<file path="src/rtl/haar_pkg.sv">
// -----------------------------------------------------------------------------
// haar_pkg
// Shared definitions for the Haar feature front end: default window geometry,
// pixel / integral-value widths and the matching typedefs used by the blocks
// between the pixel source and haar_classifier_stage.
// -----------------------------------------------------------------------------
package haar_pkg;

   // Default detection window and pixel format.
   localparam int IMG_WIDTH_DEF  = 20;
   localparam int IMG_HEIGHT_DEF = 20;
   localparam int PIX_W_DEF      = 8;

   // Smallest integral width that holds a full window of maximum pixels.
   function automatic int sum_w_min(input int pix_w, input int width, input int height);
      return pix_w + $clog2(width * height);
   endfunction

   localparam int SUM_W_DEF = PIX_W_DEF + $clog2(IMG_WIDTH_DEF * IMG_HEIGHT_DEF);
   localparam int X_W_DEF   = $clog2(IMG_WIDTH_DEF);
   localparam int Y_W_DEF   = $clog2(IMG_HEIGHT_DEF);

   typedef logic [PIX_W_DEF-1:0] pixel_t;
   typedef logic [SUM_W_DEF-1:0] ii_t;
   typedef logic [X_W_DEF-1:0]   x_t;
   typedef logic [Y_W_DEF-1:0]   y_t;

endpackage : haar_pkg

</file>
<file path="src/rtl/ii_line_buffer.sv">
// -----------------------------------------------------------------------------
// ii_line_buffer
// One row of integral values from the previous image line. Single write port,
// single combinational read port. Reading and writing the same address in one
// cycle returns the old contents (read-before-write), which is exactly what the
// integral update needs: the value from the row above, then overwrite it.
//
// Ports
//   clk      in   write clock (rising edge)
//   wr_en    in   write strobe
//   wr_addr  in   write column
//   wr_data  in   value to store
//   rd_addr  in   read column
//   rd_data  out  stored value at rd_addr (combinational)
// -----------------------------------------------------------------------------
module ii_line_buffer #(
   parameter int DEPTH = 20,
   parameter int WIDTH = 17
) (
   input  logic                     clk,
   input  logic                     wr_en,
   input  logic [$clog2(DEPTH)-1:0] wr_addr,
   input  logic [WIDTH-1:0]         wr_data,
   input  logic [$clog2(DEPTH)-1:0] rd_addr,
   output logic [WIDTH-1:0]         rd_data
);

   logic [WIDTH-1:0] mem [DEPTH];

   // NOTE: storage has no reset on purpose; a reset would turn this array into
   // DEPTH*WIDTH resettable flops. Stale contents are harmless because the
   // reader masks them on the first row of every frame.
   always_ff @(posedge clk) begin
      if (wr_en) begin
         mem[wr_addr] <= wr_data;
      end
   end

   assign rd_data = mem[rd_addr];

endmodule : ii_line_buffer

</file>
<file path="src/rtl/integral_image_gen.sv">
// -----------------------------------------------------------------------------
// integral_image_gen
// Streaming integral-image generator. Takes one pixel per handshake in raster
// order over an IMG_WIDTH x IMG_HEIGHT window and emits ii(x,y), the sum of all
// pixels above and to the left (inclusive), in the same order, one cycle later.
//
// ii(x,y) = row_sum(x,y) + ii(x,y-1), where row_sum is the running sum of the
// current row; ii(x,y-1) comes from a one-row line buffer.
//
// Ports
//   clk         in   system clock, rising edge
//   reset       in   asynchronous active-high reset
//   pix_valid   in   pix_data valid
//   pix_ready   out  block accepts a pixel this cycle
//   pix_data    in   unsigned pixel value
//   ii_valid    out  ii_data valid
//   ii_ready    in   consumer accepts ii_data this cycle
//   ii_data     out  integral value for (ii_x, ii_y)
//   ii_x        out  column of ii_data
//   ii_y        out  row of ii_data
//   ii_last     out  high with the final coordinate of a frame
//   frame_done  out  one-cycle pulse after the ii_last output is accepted
// -----------------------------------------------------------------------------
module integral_image_gen
   import haar_pkg::*;
#(
   parameter int IMG_WIDTH  = IMG_WIDTH_DEF,
   parameter int IMG_HEIGHT = IMG_HEIGHT_DEF,
   parameter int PIX_W      = PIX_W_DEF,
   parameter int SUM_W      = SUM_W_DEF
) (
   input  logic                          clk,
   input  logic                          reset,
   input  logic                          pix_valid,
   output logic                          pix_ready,
   input  logic [PIX_W-1:0]              pix_data,
   output logic                          ii_valid,
   input  logic                          ii_ready,
   output logic [SUM_W-1:0]              ii_data,
   output logic [$clog2(IMG_WIDTH)-1:0]  ii_x,
   output logic [$clog2(IMG_HEIGHT)-1:0] ii_y,
   output logic                          ii_last,
   output logic                          frame_done
);

   localparam int XW = $clog2(IMG_WIDTH);
   localparam int YW = $clog2(IMG_HEIGHT);

   localparam logic [XW-1:0] X_LAST = XW'(IMG_WIDTH - 1);
   localparam logic [YW-1:0] Y_LAST = YW'(IMG_HEIGHT - 1);

   // ---------------------------------------------------------------------------
   // Elaboration-time parameter checks
   // ---------------------------------------------------------------------------
   if (SUM_W < sum_w_min(PIX_W, IMG_WIDTH, IMG_HEIGHT)) begin : g_sum_w_check
      $error("integral_image_gen: SUM_W=%0d too narrow, needs >= %0d",
             SUM_W, sum_w_min(PIX_W, IMG_WIDTH, IMG_HEIGHT));
   end

   if (IMG_WIDTH < 2 || IMG_HEIGHT < 2) begin : g_geom_check
      $error("integral_image_gen: window must be at least 2x2");
   end

   // ---------------------------------------------------------------------------
   // Handshake
   // ---------------------------------------------------------------------------
   logic pix_acc;
   logic out_acc;

   // A new pixel can enter whenever the single output register is empty or is
   // being drained this cycle; this keeps full 1 pixel/cycle throughput.
   assign pix_ready = !ii_valid || ii_ready;
   assign pix_acc   = pix_valid && pix_ready;
   assign out_acc   = ii_valid && ii_ready;

   // ---------------------------------------------------------------------------
   // Position counters and running row sum
   // ---------------------------------------------------------------------------
   logic [XW-1:0]    x_cnt;
   logic [YW-1:0]    y_cnt;
   logic [SUM_W-1:0] row_acc;
   logic             x_at_end;
   logic             y_at_end;

   assign x_at_end = (x_cnt == X_LAST);
   assign y_at_end = (y_cnt == Y_LAST);

   // ---------------------------------------------------------------------------
   // Datapath
   // ---------------------------------------------------------------------------
   logic [SUM_W-1:0] lb_rd_data;
   logic [SUM_W-1:0] row_acc_new;
   logic [SUM_W-1:0] above;
   logic [SUM_W-1:0] ii_new;

   // NOTE: every signal driven here gets a value first, so no path leaves it
   // unassigned and no latch can be inferred.
   always_comb begin
      row_acc_new = '0;
      above       = '0;
      ii_new      = '0;

      // Column 0 starts a fresh row sum.
      row_acc_new = ((x_cnt == '0) ? '0 : row_acc) + SUM_W'(pix_data);

      // Row 0 ignores the line buffer, which still holds the previous frame
      // (or garbage after reset).
      above  = (y_cnt == '0) ? '0 : lb_rd_data;
      ii_new = row_acc_new + above;
   end

   ii_line_buffer #(
      .DEPTH (IMG_WIDTH),
      .WIDTH (SUM_W)
   ) u_line_buffer (
      .clk     (clk),
      .wr_en   (pix_acc),
      .wr_addr (x_cnt),
      .wr_data (ii_new),
      .rd_addr (x_cnt),
      .rd_data (lb_rd_data)
   );

   // NOTE: sequential state uses non-blocking assignments so every register
   // samples the pre-edge values, independent of statement order.
   always_ff @(posedge clk or posedge reset) begin
      if (reset) begin
         x_cnt   <= '0;
         y_cnt   <= '0;
         row_acc <= '0;
      end else if (pix_acc) begin
         row_acc <= row_acc_new;
         if (x_at_end) begin
            x_cnt <= '0;
            // The frame's final pixel wraps both counters, so the next pixel
            // begins a new frame with no idle cycle.
            y_cnt <= y_at_end ? '0 : y_cnt + YW'(1);
         end else begin
            x_cnt <= x_cnt + XW'(1);
         end
      end
   end

   // ---------------------------------------------------------------------------
   // Output register
   // ---------------------------------------------------------------------------
   always_ff @(posedge clk or posedge reset) begin
      if (reset) begin
         ii_valid <= 1'b0;
         ii_data  <= '0;
         ii_x     <= '0;
         ii_y     <= '0;
         ii_last  <= 1'b0;
      end else if (pix_acc) begin
         // Covers the simultaneous drain-and-reload case: no bubble.
         ii_valid <= 1'b1;
         ii_data  <= ii_new;
         ii_x     <= x_cnt;
         ii_y     <= y_cnt;
         ii_last  <= x_at_end && y_at_end;
      end else if (out_acc) begin
         ii_valid <= 1'b0;
      end
   end

   always_ff @(posedge clk or posedge reset) begin
      if (reset) begin
         frame_done <= 1'b0;
      end else begin
         frame_done <= out_acc && ii_last;
      end
   end

endmodule : integral_image_gen
</file>
<file path="config.mk">
export PLATFORM = sky130hd
export DESIGN_NAME = integral_image_gen
export DESIGN_NICKNAME = d
export VERILOG_FILES = /design/src/rtl/haar_pkg.sv /design/src/rtl/ii_line_buffer.sv /design/src/rtl/integral_image_gen.sv
export SDC_FILE = /design/constraint.sdc
export NUM_CORES = 1
export LEC_CHECK = 0
export ABC_AREA = 1
export CAP_MARGIN = 20
export CORE_UTILIZATION = 40
export CTS_BUF_LIST = sky130_fd_sc_hd__clkbuf_4 sky130_fd_sc_hd__clkbuf_8 sky130_fd_sc_hd__clkbuf_16
export CTS_CLUSTER_DIAMETER = 200
export CTS_CLUSTER_SIZE = 12
export DETAILED_ROUTE_END_ITERATION = 10
export GPL_ROUTABILITY_DRIVEN = 0
export REMOVE_ABC_BUFFERS = 1
export SLEW_MARGIN = 20
export SYNTH_ARGS = -nofsm -noshare
export SYNTH_HDL_FRONTEND = slang
export SYNTH_HIERARCHICAL = 1
export SYNTH_SLANG_ARGS = --single-unit
</file>
<file path="constraint.sdc">
create_clock -name clk -period 5.03 [get_ports clk]
set_input_delay 0.7545 -clock clk [delete_from_list [all_inputs] [get_ports clk]]
set_output_delay 0.7545 -clock clk [all_outputs]
set_load 0.01 [all_outputs]
</file>
Word level (Yosys, flattened, before mapping)
Memories as Yosys holds them, arrays and structs flattened.
Cells that the tools add are included.

cells by class
  add/subtract/negate cells = 4
  equality and inequality tests = 2
  mux-type cells = 8
  reduce and logical (&&, ||, !) cells = 10

operators by type and width
  kind                                                            number
  17-bit 2-to-1 mux                                               2
  17-bit adder                                                    1
  17-bit by 8-bit adder with 17-bit output                        1
  5-bit by 1-bit adder with 5-bit output (second input constant)  2
  5-bit equality test (second input constant)                     2
  5-bit zero test                                                 2
  5-bit 2-to-1 mux                                                2
  1-bit logical AND                                               4
  1-bit 2-to-1 mux                                                4
  2-bit AND reduction                                             1
  2-bit nonzero test                                              1
  1-bit zero test                                                 1
  1-bit logical OR                                                1

word-level totals
  register bits = 57
  memory bits (writable) = 340
  bits of input ports = 12
  output and inout bits = 31
  word-level logic and storage cells = 34
  memories = 1

memories
  name               depth  width  read ports  clocked after memory_dff  wr ports  RTL line              source
  u_line_buffer.mem  20     17     1           0                         1         ii_line_buffer.sv:28  logic [WIDTH-1:0] mem [DEPTH];

Logic depth before layout (Yosys ltp)
  word-level depth = 5
  mapped depth = 30
  mapped depth without buffers = 29

Hierarchy
The synthesis kept the hierarchy.

by module, submodules not included
  module              instances  cells an instance  area an instance (um2)  seq. area each (um2)
  ii_line_buffer      1          1144               13743.2                 10209.8
  integral_image_gen  1          538                4006.3                  1426.4

Worst setup path after synthesis
Ideal clock, no wire load.

  path type = register to register
  start = register x_cnt[1]
  end = memory u_line_buffer.mem[0][16], data pin
  library setup time = 0.232 ns
  data arrival time = 4.091 ns
  data required time = 4.798 ns
  path slack = 0.706 ns
  cell stages (with the launch flop) = 28
  path buffers = 1
  period minus slack after synthesis = 4.324 ns
  cell sequence = dfrtp_1 inv_1 ha_1 inv_1 nor2_1 nand2_4 inv_4 buf_6 nor2_1 ha_1 inv_1 fa_1 o21ai_4 nand3_2 nand2_4 nand2_4 or3b_1 nand2_1 inv_1 ha_1 inv_1 nor2_1 o21ai_0 nand3_1 a21oi_1 clkinv_1 nand3_1 and2_1

on the way
  word-level cells in the longest chain between the ends = 4
  elaborated cells between the ends (all ways) = 6
  classes of those cells = 2 x add/sub; 2 x mux; 1 x reduce/logical; 1 x memory

ends and longest elaborated chain
  item                                      RTL line                   source
  start: declaration                        integral_image_gen.sv:79   logic [XW-1:0] x_cnt;
  start signal: assignment                  integral_image_gen.sv:139  x_cnt <= x_cnt + XW'(1);
  5-bit zero test                           integral_image_gen.sv:104  row_acc_new = ((x_cnt == '0) ? '0 : row_acc) + SUM_W'(pix_data);
  17-bit 2-to-1 mux                         integral_image_gen.sv:104
  17-bit by 8-bit adder with 17-bit output  integral_image_gen.sv:104
  named net row_acc_new[14]                 integral_image_gen.sv:92   logic [SUM_W-1:0] row_acc_new;
  17-bit adder                              integral_image_gen.sv:109  ii_new = row_acc_new + above;
  named net ii_new[16]                      integral_image_gen.sv:94   logic [SUM_W-1:0] ii_new;
  end: declaration                          ii_line_buffer.sv:28

The timed path passes the listed nets, and every way through them passes these cells.

Worst setup path after layout
  start = register x_cnt[0]
  end = memory u_line_buffer.mem[3][15], data pin

The elaborated chain is that of the path after synthesis.

==> metrics.cfg <==
[status]
status = completed

[logic_synthesis]
synth_most_common_cell = nand2_1
synth-edff-count = 340
synth_cells = 1682
syn-cell-area_um2 = 17700
avgSynthCellArea_um2 = 10.6
async_flop_share_pct = 14.4
synth_mux_area_share_pct = 0
synth_fa_ha_area_share_pct = 2.20
synth_top_area_cell = edfxtp_1
yosys.area_share.simple_pct = 22.1
yosys_warnings = 6
synth_ff_type = edfxtp_1
synth_top_family_by_area = simple AND/OR/NAND/NOR gates
ys_top_cells_by_count = nand2_1 (539), edfxtp_1 (340), nand3_1 (242), nor2_1 (106), inv_1 (83)
synth_compound_area_share_pct = 4.11
synth_xor_area_share_pct = 1.28
synth-seq-area-share_pct = 65.6
yosysUniqueCellTypes = 46
synth_area_leaders = edfxtp_1 (58%), nand2_1 (11%), dfrtp_1 (8.0%), nand3_1 (6.8%), nor2_1 (2.2%)
synth_seq_cells = 397
yosys.area.top_type_share_pct = 57.5

[timing]
maxSlewViolCount = 0
rsz0062_at_grt = no
fin_ws_ps = 424
setup_viol = 0
min_period_ps = 4610
hold_viol_final = 0
maxSlewHeadroom_pct = 43.1
timing.fmax_mhz = 217
clock_skew_ps = 31.9
tightestPinTransition_ps = 852
fin_crit_sh_pct = 91.6
setup_tns_ps = 0

[final_layout]
layout-drive-gt1-share_pct = 9.13
final_nets = 1779
syn2layout_area_growth_pct = 13.2
final_area_um2 = 20100
antennaDiodeCount = 0
fillers = 4037

[cts]
cts_setup_buffers = 0
htreeDepth = 2
root_buffer = clkbuf_16
clkLatencyLatePin_ps = 550
hold_buffers = 0
clock-sinks = 397
cts_buffers = 39
cts_tree = done
clkTransAtPathRegs_ps = 60
clk_path_buf_depth = 3
ctsResizeCount = 0

[worst_setup_path]
critPathTopFamily = compound AO/OA/AOI/OAI gates
worstPathRequired_ps = 5260
critPathKind = reg2reg
slowest_stage = fa_1
path_buf_inv = 4
startpoint_type = flip-flop
slowest_delay_ps = 470
cp.arrival_ps = 4830
crit_path_cell_trace = inv_1 > ha_1 > inv_1 > nor2_1 > nand2_4 > inv_4 > nor2_1 > ha_1 > inv_1 > fa_1 > o21ai_4 > nand3_2 > a21oi_1 > xor2_1 > ha_1 > a21oi_1 > o21ai_0 > a211oi_1 > nand3_1 > and2_2
path_max_fanout = 20
cp-end-kind = flip-flop

[drt]
ant_nets = 0
routed-via-count = 12100
wire_per_inst_um = 18.4
vias_per_cell = 5.20
drt_iter0_drc = 847
wirelength_mm = 43.1
route.detailed.drc = 0
drtPass1Iterations = 6

[die]
rows = 76
io-pin-count = 43
start_util_pct = 40.8
die_w_um = 213
fp.dieH_um = 213
core_area_um2 = 43500
die-area_um2 = 45200

[placed_design]
place_ws_ps = 163
placed_area_um2 = 18900
hpwl_mm = 25.5
portBuffers = 42

[global_routing]
grt_pass1_vias = 11800
grt_pass1_wl_mm = 67.0
overflow = 0
grt_max_degree = 124
antenna_found_initial = 0
grt_usage_pct = 19.4

[run]
maxCapViolations = 0

[worst_hold_path]
hp-class = reg2reg

## routing by layer
| layer | up-vias | global-route usage (%) | part of all wire [%] |
|---|---|---|---|
| met5 | - | 0 | 0 |
| met4 | 0 | 5.63 | 2.1 |
| met3 | 69 | 2.63 | 4.9 |
| met2 | 366 | 32.2 | 48 |
| met1 | 5882 | 26.7 | 45 |
| li1 | 5832 | - | - |
## through the flow
stage          instances  util [%]  hold WS [ps]
6_report            2337      46.2           482
5_1_grt             2337      46.2           511
4_1_cts             2336      46.2           490
3_5_place_dp        2280      43.6           471
3_3_place_gp        2279      43.5           467
2_1_floorplan       1602         -           453
## sequential cells by signal, summed over array words and instances (netlist names)
signal / flops
u_line_buffer/mem: 340
ii_valid: 1
ii_last: 1
x_cnt: 5
ii_data: 17
y_cnt: 5
row_acc: 17
ii_x: 5
ii_y: 5
frame_done: 1
## kinds of logic after synthesis
group                      count (synthesis)
adders and majority gates                 30
xor gates and xnor gates                  25
and+or+nand+nor                          926
buffers and inverters                    174
AOI/OAI and AO/OA                        130
DFF                                      397
## layout make-up
class	instances	area [µm²]	share of cell area [%]
sequential	397	11600	57.9
tap	585	732	3.64
clock buffer	55	1130	5.63
timing repair buffer	94	881	4.38
inverter	94	360	1.79
multi-input combinational	1111	5340	26.6
clock inverter	1	11.3	0.0560
## worst reg2reg max path, cell delays in order, from the launching register on
cell,delay (ps)
dfrtp_4,430
inv_1,70
ha_1,190
inv_1,50
nor2_1,60
nand2_4,160
inv_4,120
nor2_1,110
ha_1,170
inv_1,60
fa_1,470
o21ai_4,200
nand3_2,120
a21oi_1,250
xor2_1,270
ha_1,340
a21oi_1,200
o21ai_0,160
a211oi_1,370
nand3_1,140
and2_2,340
## path summary, 6_finish.rpt
check | start | slack, ps | cells after the start | endpoint
max | x_cnt[0] | 420 | 20 | u_line_buffer/mem[3][15]
min | ii_data[0] | 480 | 2 | ii_data[0]
max reg2reg | x_cnt[0] | 420 | 20 | u_line_buffer/mem[3][15]
min reg2reg | ii_data[0] | 480 | 2 | ii_data[0]
max in group asynchronous | reset | 3530 | 3 | row_acc[12]
min in group asynchronous | reset | 700 | 2 | ii_data[16]
## cells in the final DEF, fill, tap and decap left out, types with 6 or more instances in the layout
cell and n:
edfxtp_1 340, nor2_1 90, clkbuf_16 41, inv_2 6, o22ai_1 21, buf_4 45, inv_1 82, o21ai_0 60
clkbuf_4 14, nand2_1 539, nand3_1 242, a21oi_1 21, nand4_1 7, xor2_1 19, nor2_2 15, ha_1 28
o21ai_1 12, clkdlybuf4s50_1 42, nor3_1 7, dfrtp_1 55
Power is left out: the tool's default activity adds up to more than one toggle a clock period on the data nets, which glitch-free logic cannot reach.
==> RTL edit (config.mk and constraints unchanged) <==
Change the package constant `IMG_WIDTH_DEF` from 20 to 24.
--- a/src/rtl/haar_pkg.sv
+++ b/src/rtl/haar_pkg.sv
@@ -8,5 +8,5 @@
 
    // Default detection window and pixel format.
-   localparam int IMG_WIDTH_DEF  = 20;
+   localparam int IMG_WIDTH_DEF  = 24;
    localparam int IMG_HEIGHT_DEF = 20;
    localparam int PIX_W_DEF      = 8;
Check against the original RTL: no difference found for any inputs over 4 cycles, from zero or initial values and one cycle with reset high; that may be too few to reach the edited logic, so the function may still have changed.
==> RTL edit against the unedited design <==
  * Final area is 19% higher
  * First-iteration DRC count is 46% higher
  * Setup slack got worse by 0.022 ns
  * Sequential share of layout area decreased by 0.94 points
  * Sequential cell count is 68 higher
  * Wire length rose by 27%
  * Area after synthesis rose by 20%
  * Synthesized cell count rose by 24%
  * Largest cell class unchanged
  * Highest routed layer unchanged
  * Critical path depth stayed put
Power is not shown: default switching activity piles up to over one toggle a cycle in this logic, so the estimate is an artifact.
==> RTL edit: results (changes against the unedited design) <==
STA
  • Slew headroom: 0.303 (-0.128)
  • Clk_skew: 0.0137 ns (-0.0182 ns)

Synth
  • EDFF count, synth: 408 (+20%)
  • Ys flop type: edfxtp_1
  • Top cells by area, synth: edfxtp_1, nand2_1, dfrtp_1
  • Async set-or-reset flop fraction in the synthesized netlist: 0.123 (-0.0210)
  • Synth unique cells: 43 (-6.5%)
  • Register area share after synthesis: 0.644 (-0.0115)
  • Post-synth top cells: nand2_1, edfxtp_1, inv_1
  • Syn. warnings: 6 (unchanged)

Layout
  • Biggest regs: u_line_buffer/mem: 408 flops, ii_data: 17 flops, row_acc: 17 flops
  • FILL cells: 4843 (+20%)
  • Antenna cells: 0 (unchanged)
  • Layout cell share with drive strength beyond 1: 0.0911 (-0.000206)
  • Fin nets: 2198 (+24%)

CTS
  • Root Driver: clkbuf_16
  • TritonCTS buffer count: 44 (+13%)
  • Bufs on Longest Clock Path: 3 (unchanged)
  • Clock Pin Slew Worst Setup and Hold Paths: 0.06 ns (about the same)
  • Clock latency on the worst-skew pair: 0.57 ns (+0.02 ns)
  • CTS H-Tree Depth: 2 (unchanged)
  • Post-CTS Setup Bufs: 0 (unchanged)

Placed design
  • Placed inst area: 0.0227 sq mm (+20%)
  • IO buf count: 42 (unchanged)
  • DP HPWL: 32.2 mm (+26%)

Worst setup path
  • Worst Setup Start Kind: flip-flop
  • Crit-path max FO: 24 (+20%)
  • Worst reg2reg path startpoint: x_cnt[0]
  • Critical path arrival: 4.89 ns (+0.06 ns)

GRT
  • First-pass GRT wire length: 84.4 mm (+26%)
  • Met2 Use GR: 0.342 (+0.0198)
  • Largest net degree at the start of global routing: 152 (+23%)
  • Global-route met3 utilization: 0.0335 (+0.00713)
  • Antenna violations before repair: 0 (unchanged)
  • GRT Total Usage: 0.207 (+0.0121)
  • Met1 GRT Util: 0.278 (+0.0108)

Status
  • Status: complete, no violations

Route
  • WL/cell: 19.1 um (+3.6%)
  • Initial DRC Count: 1237 (+46%)
  • Vias after detailed routing: 14.8k (+22%)
  • First-pass DRT Iterations: 7 (+1)

Hold path
  • Hold crit path type: in2async
## RTL edit: changes by cell type after synthesis, sizes merged, moves of 3 or more
cell	unedited run	this run
nand3	246	260
inv	90	290
o22ai	21	4
edfxtp	340	408
clkbuf	24	27
nand2	545	534
o211ai	0	34
nor3	7	4
o21ai	77	110
nor2	110	186
buf	56	68
## RTL edit: layout make-up
| cell class | instances | share of cell area |
|---|---|---|
| Clock inverter | 2 | 0.000886 |
| Inverter | 295 | 0.0465 |
| Tap cell | 688 | 0.0359 |
| Sequential cell | 465 | 0.570 |
| Clock buffer | 61 | 0.0526 |
| Multi-Input combinational cell | 1240 | 0.252 |
| Timing Repair Buffer | 110 | 0.0419 |
## RTL edit: layer usage
layer	wire length (um)	vias up
li1	-	7016
met1	23600	7178
met2	26000	524
met3	3760	75
met4	1280	0
met5	0	-
## RTL edit: critical path, stage by stage, from the launching register on
cell	delay, ns
dfrtp_4	0.46
inv_1	0.08
ha_1	0.19
inv_1	0.06
nor2_2	0.04
nand2_4	0.15
clkinvlp_4	0.17
nor2_1	0.12
ha_1	0.17
inv_1	0.06
fa_1	0.45
o21ai_2	0.21
nand3_2	0.12
a21oi_1	0.20
xor2_1	0.24
ha_1	0.34
a21oi_1	0.22
o21ai_0	0.18
a211oi_1	0.34
nand3_1	0.14
and2_2	0.36
## RTL edit: final timing paths
| kind | end | slack [ns] | cells after the start |
|---|---|---|---|
| max in group asynchronous | x_cnt[0] | 3.61 | 3 |
| hold / removal | ii_data[11] | 0.45 | 2 |
| setup reg to reg | u_line_buffer/mem[0][15] | 0.40 | 20 |
| setup / recovery | u_line_buffer/mem[0][15] | 0.40 | 20 |
| min in group clk | ii_data[9] | 0.48 | 2 |
| hold reg to reg | ii_data[9] | 0.48 | 2 |
## RTL edit: per-stage QoR
step                      instances   TNS, ns  hold WS [ns]  setup WS [ns]   util
after floorplan                1999  -1078.92         0.453          -2.69      -
after CTS                      2860         0         0.433         0.0581  0.457
after global placement         2797         0         0.462          0.193  0.432
after detailed placement       2797         0         0.470         0.0814  0.432
after global routing           2861         0         0.469         0.0438  0.457
final                          2861         0         0.445          0.403  0.457
## RTL edit: cells by family after synthesis
kind of cell	Yosys count	synth area share
AOI/OAI and AO/OA	180	0.0480
adders and majority gates	30	0.0184
DFF	465	0.644
buffers and inverters	390	0.0798
xor gates and xnor gates	25	0.0103
and+or+nand+nor	1004	0.199
## RTL edit: repair_timing
action,in CTS,in global routing
resized for setup,0,7
hold buffers,0,0
hold endpoints to repair,0,0
setup endpoints to repair,0,72
